<file path="config.mk">
export PLATFORM = sky130hd
export DESIGN_NAME = game_ctrl
export DESIGN_NICKNAME = d
export VERILOG_FILES = /design/src/rtl/game_ctrl.sv
export SDC_FILE = /design/constraint.sdc
export NUM_CORES = 1
export LEC_CHECK = 0
export CELL_PAD_IN_SITES_DETAIL_PLACEMENT = 0
export CELL_PAD_IN_SITES_GLOBAL_PLACEMENT = 1
export CORE_MARGIN = 1
export CORE_UTILIZATION = 40
export CTS_CLUSTER_SIZE = 14
export DETAILED_ROUTE_END_ITERATION = 8
export GPL_TIMING_DRIVEN = 1
export PLACE_DENSITY_LB_ADDON = 0.1
export SETUP_SLACK_MARGIN = 0.1
export SLEW_MARGIN = 20
export SYNTH_ARGS = -nofsm -noshare
export SYNTH_HDL_FRONTEND = slang
export SYNTH_SLANG_ARGS = --single-unit
export TNS_END_PERCENT = 100
</file>
<file path="constraint.sdc">
create_clock -name clk -period 4.33 [get_ports clk]
set_clock_uncertainty 0.15 [all_clocks]
set_input_delay 0.866 -clock clk [delete_from_list [all_inputs] [get_ports clk]]
set_output_delay 0.866 -clock clk [all_outputs]
set_load 0.01 [all_outputs]
</file>
<file path="src/rtl/game_ctrl.sv">
// game_ctrl: cursor / cell-write / run-pause-step controller for a cellular-automaton grid.
// Define GEN_COUNT_EN to build the saturating generation counter behind gen_count.
module game_ctrl #(
  parameter int unsigned GRID_N = 16,
  parameter int unsigned PERIOD = 25000000
) (
  input  logic        clk,
  input  logic        reset,
  input  logic        up,
  input  logic        down,
  input  logic        left,
  input  logic        right,
  input  logic        mark,
  input  logic        cell_val,
  input  logic        start,
  input  logic        pause,
  input  logic        step,
  input  logic        edit,
  output logic [7:0]  row_select,
  output logic [7:0]  col_select,
  output logic        set_initial,
  output logic        new_state,
  output logic        enable_update,
  output logic        running,
  output logic [15:0] gen_count
);

  localparam int unsigned    CW   = 8;
  localparam int unsigned    TW   = 26;
  localparam logic [CW-1:0]  CMAX = CW'(GRID_N - 1);
  localparam logic [TW-1:0]  TMAX = TW'(PERIOD - 1);

  typedef enum logic [1:0] {
    S_SETUP  = 2'd0,
    S_WRITE  = 2'd1,
    S_RUN    = 2'd2,
    S_PAUSED = 2'd3
  } state_t;

  state_t        r_state, w_state_nxt;
  logic [CW-1:0] r_row, r_col, w_row_nxt, w_col_nxt;
  logic [TW-1:0] r_tick, w_tick_nxt;
  logic          r_set_initial, r_new_state, r_enable_update, r_running;
  logic          w_set_initial_nxt, w_new_state_nxt, w_enable_update_nxt, w_running_nxt;

  // One cursor axis: step down/up with wrap; opposing pulses cancel.
  function automatic logic [CW-1:0] move_axis(input logic [CW-1:0] v,
                                              input logic dec, input logic inc);
    if (dec && !inc)      return (v == '0)   ? CMAX : v - CW'(1);
    else if (inc && !dec) return (v == CMAX) ? '0   : v + CW'(1);
    else                  return v;
  endfunction

  // Next-state and next-output logic.
  always_comb begin
    w_state_nxt         = r_state;
    w_row_nxt           = r_row;
    w_col_nxt           = r_col;
    w_tick_nxt          = r_tick;
    w_set_initial_nxt   = 1'b0;
    w_new_state_nxt     = 1'b0;
    w_enable_update_nxt = 1'b0;
    case (r_state)
      S_SETUP: begin
        if (mark) begin
          // cursor frozen so the write lands on the cell the user marked
          w_state_nxt       = S_WRITE;
          w_set_initial_nxt = 1'b1;
          w_new_state_nxt   = cell_val;
        end else begin
          w_row_nxt = move_axis(r_row, up, down);
          w_col_nxt = move_axis(r_col, left, right);
          if (start) begin
            w_state_nxt = S_RUN;
            w_tick_nxt  = '0;
          end
        end
      end
      S_WRITE: w_state_nxt = S_SETUP;
      S_RUN: begin
        if (edit) begin
          w_state_nxt = S_SETUP;
        end else if (pause) begin
          w_state_nxt = S_PAUSED;
        end else if (r_tick == TMAX) begin
          w_tick_nxt          = '0;
          w_enable_update_nxt = 1'b1;
        end else begin
          w_tick_nxt = r_tick + TW'(1);
        end
      end
      S_PAUSED: begin
        if (edit)       w_state_nxt = S_SETUP;
        else if (start) w_state_nxt = S_RUN;
        else if (step)  w_enable_update_nxt = 1'b1;
      end
      default: w_state_nxt = S_SETUP;
    endcase
    w_running_nxt = (w_state_nxt == S_RUN);
  end

  // State and registered outputs.
  always_ff @(posedge clk) begin
    if (reset) begin
      r_state         <= S_SETUP;
      r_row           <= '0;
      r_col           <= '0;
      r_tick          <= '0;
      r_set_initial   <= 1'b0;
      r_new_state     <= 1'b0;
      r_enable_update <= 1'b0;
      r_running       <= 1'b0;
    end else begin
      r_state         <= w_state_nxt;
      r_row           <= w_row_nxt;
      r_col           <= w_col_nxt;
      r_tick          <= w_tick_nxt;
      r_set_initial   <= w_set_initial_nxt;
      r_new_state     <= w_new_state_nxt;
      r_enable_update <= w_enable_update_nxt;
      r_running       <= w_running_nxt;
    end
  end

  assign row_select    = r_row;
  assign col_select    = r_col;
  assign set_initial   = r_set_initial;
  assign new_state     = r_new_state;
  assign enable_update = r_enable_update;
  assign running       = r_running;

`ifdef GEN_COUNT_EN
  logic [15:0] r_gen_count;
  logic        w_gen_clr;

  // Counts strobes in step with enable_update; restarts on each fresh run.
  assign w_gen_clr = (r_state == S_SETUP) && (w_state_nxt == S_RUN);

  always_ff @(posedge clk) begin
    if (reset || w_gen_clr)
      r_gen_count <= '0;
    else if (w_enable_update_nxt && (r_gen_count != 16'hFFFF))
      r_gen_count <= r_gen_count + 16'd1;
  end

  assign gen_count = r_gen_count;
`else
  assign gen_count = 16'd0;
`endif

endmodule

</file>
==> impl_metrics.tcl, run 1 <==
set metrics [dict create \
    status "finished, final reports clean" \
    fin_nets 407 \
    ir_drop_v 0.000149 \
    end_kind "flip-flop" \
    total_power_uw 903 \
    slew_headroom_pct 49.0 \
    fmax_ghz 0.347 \
    postCtsHoldBufs 0 \
    dr.pass1.iters 4 \
    grt_pass1_vias 2350 \
    synth_cell_types 55 \
    period_share_pct 66.5 \
    cts-htree-levels 2 \
    crit_fanout 12 \
    cts-buffers-inserted 5 \
    gp_congestion 0.753 \
    cts.repair.resized 0 \
    p_leak_nw 1.19 \
    power_frac_comb_pct 16.7 \
    cp.required_ns 4.42 \
    hold_path.class "flip-flop to flip-flop" \
    arrival_ns 2.97 \
    die-area_sq_um 7860 \
    overflow 0 \
    startpoint_type "input port" \
    port_buffers 31 \
    synth_edf_count 0 \
    grtUsageTotal_pct 18.5 \
    num_rows 31 \
    routed_wl_mm 6.89 \
    slew_violations 0 \
    num_io_pins 48 \
    ys_top_cells_by_area "dfxtp_1 32%, nor2_1 5.0%, xor2_1 5.0%" \
    min_period_ns 2.88 \
    synth.avg_cell_area_sq_um 8.04 \
    post_cts_buffers 0 \
    fp.dieW_um 88.7 \
    syn_inst 374 \
    crit_type "input port to flip-flop" \
    drc 0 \
    async_flop_share_pct 0 \
    initialDrtViolationCount 94 \
    vias 2639 \
    p_int_uw 630 \
    p_sw_uw 273 \
    rrSetupSlack_ns 1.86 \
    worst_pin_slew_ns 0.765 \
    layout-drive-gt1-share_pct 5.40 \
    die_h_um 88.7 \
    cts_tree "built" \
    antenna_found_initial 0 \
    maxCapViolCount 0 \
    cts_root_buffer "clkbuf_8" \
    final_cell_mix "48 x dfxtp_1, 40 x nor2_1, 31 x nand2_1, 31 x clkdlybuf4s50_1, 20 x nand3_1" \
    yosys_register_bits 48 \
    seqPwrFrac_pct 52.1 \
    synthToLayoutAreaGrowth_pct 11.1 \
    ys_seq_area_share_pct 32.0 \
    via_per_inst 5.41 \
    yosysWarnings 0 \
    yosysTopAreaCellShare_pct 32.0 \
    syn_area_sq_um 3010 \
    setup_violations 0 \
    tns_ns 0 \
    rsz0062_at_grt "false" \
    ys_dominant_reg_cell "dfxtp_1" \
    cts.clk_slew.worst_paths_ns 0.10 \
    cellPowerDensity_nw_per_um2 270 \
    switching_share_pct 30.2 \
    synth_top_cell_by_area "dfxtp_1" \
    cts_sinks 48 \
    hpwl_mm 4.66 \
    cts.path.max_buffers 2 \
    antenna_left 0 \
    grt_pass1_wl_mm 11.4 \
    final_common_cell "dfxtp_1" \
    clk_latency_ns 0.31 \
    grt_max_degree 30 \
    hold_viol 0 \
    avgRoutedWirePerCell_um 14.1 \
    core_area_sq_um 7250 \
    clkPwrFrac_pct 31.2 \
    diodes 0 \
    start_util_pct 41.4 \
]
[path summary, 6_finish.rpt]
path,startpoint,to,cells after the start
max,right,col_select[7]$_SDFFE_PP0P_,6
min reg2reg,r_tick[1]$_SDFFE_PP0P_,r_tick[1]$_SDFFE_PP0P_,2
min,r_tick[1]$_SDFFE_PP0P_,r_tick[1]$_SDFFE_PP0P_,2
max reg2reg,r_tick[0]$_SDFFE_PP0P_,r_tick[22]$_SDFFE_PP0P_,6
[synth_stat cells (3+ instances only)]
cell	n
dfxtp_1	48
nor2b_1	5
nand2b_1	4
buf_2	7
o211ai_1	3
ha_1	7
nand3_1	20
nand4_1	13
and4_1	8
nor4_1	8
nand4b_1	5
buf_4	16
buf_6	5
inv_1	9
xor2_1	17
a211oi_1	3
or4_1	6
a21oi_1	18
nor2_1	40
mux2i_1	4
clkbuf_1	12
a31oi_1	13
nor3_1	5
o21ai_0	16
and3_1	8
xnor2_1	4
nand2_1	31
nor3b_1	3
and2_1	3
[power groups by stage]
stage	clock, mW	combinational [mW]	sequential, mW
6_report	0.282	0.151	0.470
5_1_grt	0.310	0.169	0.473
4_1_cts	0.292	0.152	0.470
3_5_place_dp	0	0.151	0.480
3_3_place_gp	0	0.152	0.480
2_1_floorplan	0	0.121	0.474
[layer usage]
layer  up-vias  share of wire [%]  global-route usage, %  wire length (um)
met2        39                 44                   28.2              3040
met3         4                2.5                   3.17               175
met5         -                  0                      0                 0
li1       1347                  -                      -                 -
met1      1249                 52                   26.9              3610
met4         0               0.90                   4.99                62
[cell families after synthesis]
| logic type | synth area share [%] |
|---|---|
| adders and majority gates | 2.91 |
| AOI/OAI and AO/OA | 14.3 |
| xor gates and xnor gates | 6.12 |
| DFF | 32.0 |
| and+or+nand+nor | 32.8 |
| muxes | 2.08 |
| buffers and inverters | 9.66 |
| other | 0.125 |
[critical path: stages]
cell and delay (ns):
clkdlybuf4s50_1 0.46, inv_1 0.04, ha_1 0.27, or4_1 0.63, or4_1 0.54, a31oi_1 0.16
[through the flow]
step	util [%]	worst slack, ns	instances	hold WS (ns)	instance area, sq um
3_3_place_gp	44.8	1.19	480	0.325	3250
5_1_grt	46.0	1.33	488	0.380	3340
3_5_place_dp	44.8	1.15	480	0.330	3250
4_1_cts	46.0	1.47	488	0.344	3340
2_1_floorplan	-	1.90	389	0.308	3060
6_report	46.0	1.45	488	0.339	3340
[area by class of cell]
class	instances	area (sq um)
clock inverters	3	23.8
repair buffers	32	318
clock buffers	5	68.8
multi-input cells	292	1810
well taps	99	124
fillers	734	3910
flip-flops and latches	48	961
inverters	9	33.8
[registers in the layout, indices dropped and copies added, names as in the netlist]
signal and flops:
col_select 8, set_initial 1, running 1, new_state 1
row_select 8, r_state 2, r_tick 26, enable_update 1
(Power assumes the default switching activity.)
==> run 2, diff against run 1 <==
--- a/config.mk
+++ b/config.mk
@@ -8,7 +8,7 @@
 export CELL_PAD_IN_SITES_DETAIL_PLACEMENT = 0
 export CELL_PAD_IN_SITES_GLOBAL_PLACEMENT = 1
 export CORE_MARGIN = 1
-export CORE_UTILIZATION = 40
+export CORE_UTILIZATION = 36
 export CTS_CLUSTER_SIZE = 14
 export DETAILED_ROUTE_END_ITERATION = 8
 export GPL_TIMING_DRIVEN = 1
==> constraint.sdc (replaced) <==
create_clock -name clk -period 2.4 [get_ports clk]
set_clock_uncertainty 0.15 [all_clocks]
set_input_delay 0.48 -clock clk [delete_from_list [all_inputs] [get_ports clk]]
set_output_delay 0.48 -clock clk [all_outputs]
set_load 0.01 [all_outputs]
==> run 2 against run 1 <==
  * Non-clock buffer count is 21 higher
  * Clock-buffer cell count increased by 1
  * Global-route usage fell by 1.3 points
  * First-iteration DRC count is 26% lower
  * Sequential cell count unchanged
  * Critical path depth rose by 1
  * Register-to-register slack worse by 1.6 ns
  * Critical path type unchanged
  * Largest cell class unchanged
  * Largest power group unchanged
  * Highest routed layer unchanged
==> impl_metrics.tcl, run 2 (synthesis results as in run 1) <==
set metrics [dict create \
    status "finished, final reports clean" \
    final_cells 512 \
    cp.required_ns 2.47 \
    cellPowerDensity_nw_per_um2 503 \
    crit_path_max_incr_delay_ns 0.56 \
    min_path_cells 2 \
    end_kind "flip-flop" \
    largest_register "r_tick" \
    die-area_sq_um 8720 \
    slew_headroom_pct 59.6 \
    p_leak_nw 1.32 \
    overflow 0 \
    die_h_um 93.4 \
    slowest_stage "or4_4" \
    start_util_pct 38.1 \
    initialDrtViolationCount 70 \
    antenna_found_initial 0 \
    cts.clk_slew.worst_paths_ns 0.09 \
    final_cell_mix "48 x dfxtp_1, 40 x nor2_1, 31 x nand2_1, 31 x clkdlybuf4s50_1, 20 x nand3_1" \
    fin_util_pct 45.8 \
    r2r_cells 7 \
    gp_congestion 0.745 \
    core_area_sq_um 7890 \
    vias 2764 \
    crit_fanout 8 \
    worstPathCellList "clkdlybuf4s50_1 > ha_4 > or4_4 > buf_6 > a21oi_1 > nor2_1 > a311oi_1" \
    hold_path.class "flip-flop to flip-flop" \
    cts_tree "built" \
    min_period_ns 2.26 \
    cts_sinks 48 \
    total_power_mw 1.82 \
    grtUsageTotal_pct 17.2 \
    fp.dieW_um 93.4 \
    fin_nets 428 \
    avgRoutedWirePerCell_um 13.9 \
    rsz0062_at_grt "true" \
    hold_viol 0 \
    worst_pin_slew_ns 0.600 \
    ir_drop_v 0.000246 \
    layout-drive-gt1-share_pct 12.2 \
    startpoint_type "input port" \
    final_common_cell "dfxtp_1" \
    via_per_inst 5.40 \
    drc 0 \
    port_buffers 31 \
    dr.pass1.iters 4 \
    hpwl_mm 5.03 \
    diodes 0 \
    largest_reg_flops 26 \
    maxCapViolCount 0 \
    fmax_ghz 0.442 \
    cts-buffers-inserted 5 \
    num_io_pins 48 \
    cts.path.max_buffers 2 \
    num_rows 32 \
    clk_latency_ns 0.31 \
    grt_max_degree 18 \
    antenna_left 0 \
    arrival_ns 2.33 \
    dp_cells 503 \
    grt_pass1_vias 2500 \
    cts_root_buffer "clkbuf_8" \
    synthToLayoutAreaGrowth_pct 20.2 \
    grt_pass1_wl_mm 12.1 \
    cts-htree-levels 2 \
    crit_type "input port to flip-flop" \
    period_share_pct 94.2 \
    slew_violations 0 \
    routed_wl_mm 7.10 \
    setup_violations 0 \
]
-- run 2: area by class of cell --
cell class / instances / area [sq um]
repair buffers: 53 / 504
inverters: 9 / 33.8
clock buffers: 6 / 82.6
clock inverters: 2 / 38.8
multi-input cells: 292 / 1860
fillers: 792 / 4280
flip-flops and latches: 48 / 961
well taps: 102 / 128
-- run 2: metal layers --
layer / vias up / GRT usage, % / share of wire [%]
li1: 1393 / - / -
met1: 1302 / 24.6 / 51
met2: 60 / 26.8 / 44
met3: 9 / 2.93 / 4.2
met4: 0 / 4.23 / 1.1
met5: - / 0 / 0
-- run 2: worst paths after layout --
path	endpoint	slack (ns)	startpoint
max	col_select[0]$_SDFFE_PP0P_	0.14	left
max reg2reg	r_tick[4]$_SDFFE_PP0P_	0.30	r_tick[0]$_SDFFE_PP0P_
min	r_tick[1]$_SDFFE_PP0P_	0.34	r_tick[1]$_SDFFE_PP0P_
min reg2reg	r_tick[1]$_SDFFE_PP0P_	0.34	r_tick[1]$_SDFFE_PP0P_
-- run 2: critical path, delay by kind of cell --
kind                       cells  cell delay (ns)
buffers and inverters          2             0.68
and+or+nand+nor                2             0.61
AOI/OAI and AO/OA              2             0.34
adders and majority gates      1             0.22
-- run 2: metrics by stage --
stage / hold slack [ns] / setup TNS, ns / instance area (sq um) / worst slack, ns
4_1_cts: 0.346 / 0 / 3550 / 0.127
2_1_floorplan: 0.308 / 0 / 3060 / 0.354
3_3_place_gp: 0.322 / -2.16 / 3430 / -0.228
3_5_place_dp: 0.333 / -2.29 / 3430 / -0.256
6_report: 0.340 / 0 / 3610 / 0.138
5_1_grt: 0.381 / 0 / 3610 / 0.0793
-- run 2: timing repair --
item                                    CTS  global route
hold buffers                              0             0
buffers inserted                          0             1
gates cloned                              0             0
pin swaps                                 0             8
resized for setup                         2            10
endpoints found under the setup margin    3             5
-- run 2: power breakdown --
part | internal [mW] | switching (mW) | total (mW) | leakage, nW
registers | 0.813 | 0.0370 | 0.850 | 0.388
clock network | 0.342 | 0.300 | 0.641 | 0.0614
logic | 0.153 | 0.172 | 0.325 | 0.872
total | 1.31 | 0.509 | 1.82 | 1.32
==> run 3, diff against run 2 <==
--- a/config.mk
+++ b/config.mk
@@ -9,11 +9,13 @@
 export CELL_PAD_IN_SITES_GLOBAL_PLACEMENT = 1
 export CORE_MARGIN = 1
 export CORE_UTILIZATION = 36
+export CTS_CLUSTER_DIAMETER = 80
 export CTS_CLUSTER_SIZE = 14
 export DETAILED_ROUTE_END_ITERATION = 8
 export GPL_TIMING_DRIVEN = 1
 export PLACE_DENSITY_LB_ADDON = 0.1
 export SETUP_SLACK_MARGIN = 0.1
+export SKIP_CTS_REPAIR_TIMING = 1
 export SLEW_MARGIN = 20
 export SYNTH_ARGS = -nofsm -noshare
 export SYNTH_HDL_FRONTEND = slang
==> run 3 against run 2 <==
  * First-iteration DRC count decreased by 2.9%
  * Sequential cell count unchanged
  * Sequential share of layout area unchanged
  * Core utilization unchanged
  * Clock power about the same
  * Die area unchanged
  * Clock-buffer cell count unchanged
  * Power about the same
  * Worst hold slack unchanged
  * Critical path depth unchanged
  * Wire length increased by 0.13%
  * Final cell count unchanged
  * Critical endpoint is now row_select[2]$_SDFFE_PP0P_
  * Largest power group unchanged
  * Highest routed layer unchanged
==> impl_metrics.tcl, run 3 (synthesis results as in run 1) <==
set metrics [dict create \
    setup_violations 0 \
    slew_headroom_pct 59.7 \
    final_cell_mix "48 x dfxtp_1, 40 x nor2_1, 31 x nand2_1, 31 x clkdlybuf4s50_1, 20 x nand3_1" \
    largest_reg_flops 26 \
    via_per_inst 5.38 \
    vias 2754 \
    routed_wl_mm 7.11 \
    timing.rr.end "r_tick[4]$_SDFFE_PP0P_" \
    final_common_cell "dfxtp_1" \
    fin_nets 428 \
    ir_drop_v 0.000246 \
    p_leak_nw 1.32 \
    r2r_start "r_tick[0]$_SDFFE_PP0P_" \
    crit_type "input port to flip-flop" \
    worst_pin_slew_ns 0.600 \
    r2r_cells 7 \
    overflow 0 \
    cts_sinks 48 \
    die-area_sq_um 8720 \
    p_sw_uw 510 \
    num_io_pins 48 \
    multiInputGateArea_sq_um 1860 \
    cts_root_buffer "clkbuf_8" \
    core_area_sq_um 7890 \
    grtUsageTotal_pct 17.2 \
    largest_register "r_tick" \
    num_rows 32 \
    avgRoutedWirePerCell_um 13.9 \
    arrival_ns 2.35 \
    layout_setup_ws_ns 0.143 \
    grt_max_degree 18 \
    timing.critical_path.to "row_select[2]$_SDFFE_PP0P_" \
    layout-drive-gt1-share_pct 12.2 \
    dpl_worst_slack_ns -0.256 \
    clk_latency_ns 0.31 \
    drc 0 \
    power_frac_comb_pct 17.9 \
    antenna_found_initial 0 \
    holdWs_ns 0.340 \
    start_util_pct 38.1 \
    fp.dieW_um 93.4 \
    period_share_pct 94.0 \
    grt_pass1_vias 2484 \
    switching_share_pct 28.0 \
    gp_congestion 0.745 \
    cts_tree "built" \
    initialDrtViolationCount 68 \
    seq_area_sq_um 961 \
    hold_viol 0 \
    crit_fanout 6 \
    cp.required_ns 2.49 \
    startpoint "down" \
    hold_path.class "flip-flop to flip-flop" \
    slew_violations 0 \
    port_buffers 31 \
    grt_pass1_wl_mm 12.1 \
    seqPwrFrac_pct 46.8 \
    p_int_mw 1.31 \
    antenna_left 0 \
    rsz0062_at_grt "true" \
    cts-htree-levels 2 \
    tns_ns 0 \
    synthToLayoutAreaGrowth_pct 20.2 \
    startpoint_type "input port" \
    cts.path.max_buffers 2 \
    dr.pass1.iters 5 \
    cellPowerDensity_nw_per_um2 503 \
    clkPwrFrac_pct 35.3 \
    hpwl_mm 5.03 \
    maxCapViolCount 0 \
    fmax_ghz 0.443 \
    min_period_ns 2.26 \
    diodes 0 \
    cts.clk_slew.worst_paths_ns 0.10 \
    die_h_um 93.4 \
    end_kind "flip-flop" \
    rrSetupSlack_ns 0.30 \
    cts-buffers-inserted 5 \
    status "finished, final reports clean" \
    fillers 792 \
]
-- run 3: layout make-up --
type | instances | area share (%)
multi-input cells | 292 | 51.6
repair buffers | 53 | 14.0
clock buffers | 6 | 2.29
inverters | 9 | 0.935
clock inverters | 2 | 1.07
well taps | 102 | 3.53
flip-flops and latches | 48 | 26.6
-- run 3: critical path, stage by stage --
cell and delay, ns:
clkdlybuf4s50_1 0.45, inv_1 0.04, ha_1 0.29, or4_4 0.45, buf_4 0.18, or3_1 0.34
a21oi_1 0.13
-- run 3: metal layers --
layer | vias to the layer above | share of wire, % | track usage [%]
met3 | 9 | 4.6 | 2.93
met5 | - | 0 | 0
met1 | 1290 | 50 | 24.6
met4 | 0 | 1.1 | 4.23
met2 | 62 | 44 | 26.7
li1 | 1393 | - | -
-- run 3: per-stage QoR --
step	utilization (%)	power (mW)	cells	cell area [sq um]
2_1_floorplan	-	1.07	389	3060
4_1_cts	45.0	1.83	511	3550
6_report	45.8	1.82	512	3610
3_5_place_dp	43.4	1.18	503	3430
3_3_place_gp	43.4	1.18	503	3430
5_1_grt	45.8	1.91	512	3610
-- run 3: how the worst min path moves through the flow --
stage          cells after the start                     end  slack [ns]              startpoint
6_report                           2  r_tick[1]$_SDFFE_PP0P_        0.34  r_tick[1]$_SDFFE_PP0P_
5_1_grt                            2  r_tick[1]$_SDFFE_PP0P_        0.38  r_tick[1]$_SDFFE_PP0P_
4_1_cts                            2  r_tick[1]$_SDFFE_PP0P_        0.35  r_tick[1]$_SDFFE_PP0P_
3_5_place_dp                       2  r_tick[1]$_SDFFE_PP0P_        0.33  r_tick[1]$_SDFFE_PP0P_
3_3_place_gp                       2  r_tick[1]$_SDFFE_PP0P_        0.32  r_tick[1]$_SDFFE_PP0P_
2_1_floorplan                      2  r_tick[1]$_SDFFE_PP0P_        0.31  r_tick[1]$_SDFFE_PP0P_
-- run 3: power groups by stage --
| stage | Combinational, mW | Sequential (mW) | Clock, mW |
|---|---|---|---|
| floorplan | 0.219 | 0.855 | 0 |
| global placement | 0.313 | 0.867 | 0 |
| detailed placement | 0.312 | 0.867 | 0 |
| CTS | 0.313 | 0.848 | 0.666 |
| global route | 0.359 | 0.856 | 0.695 |
| finish | 0.326 | 0.850 | 0.642 |
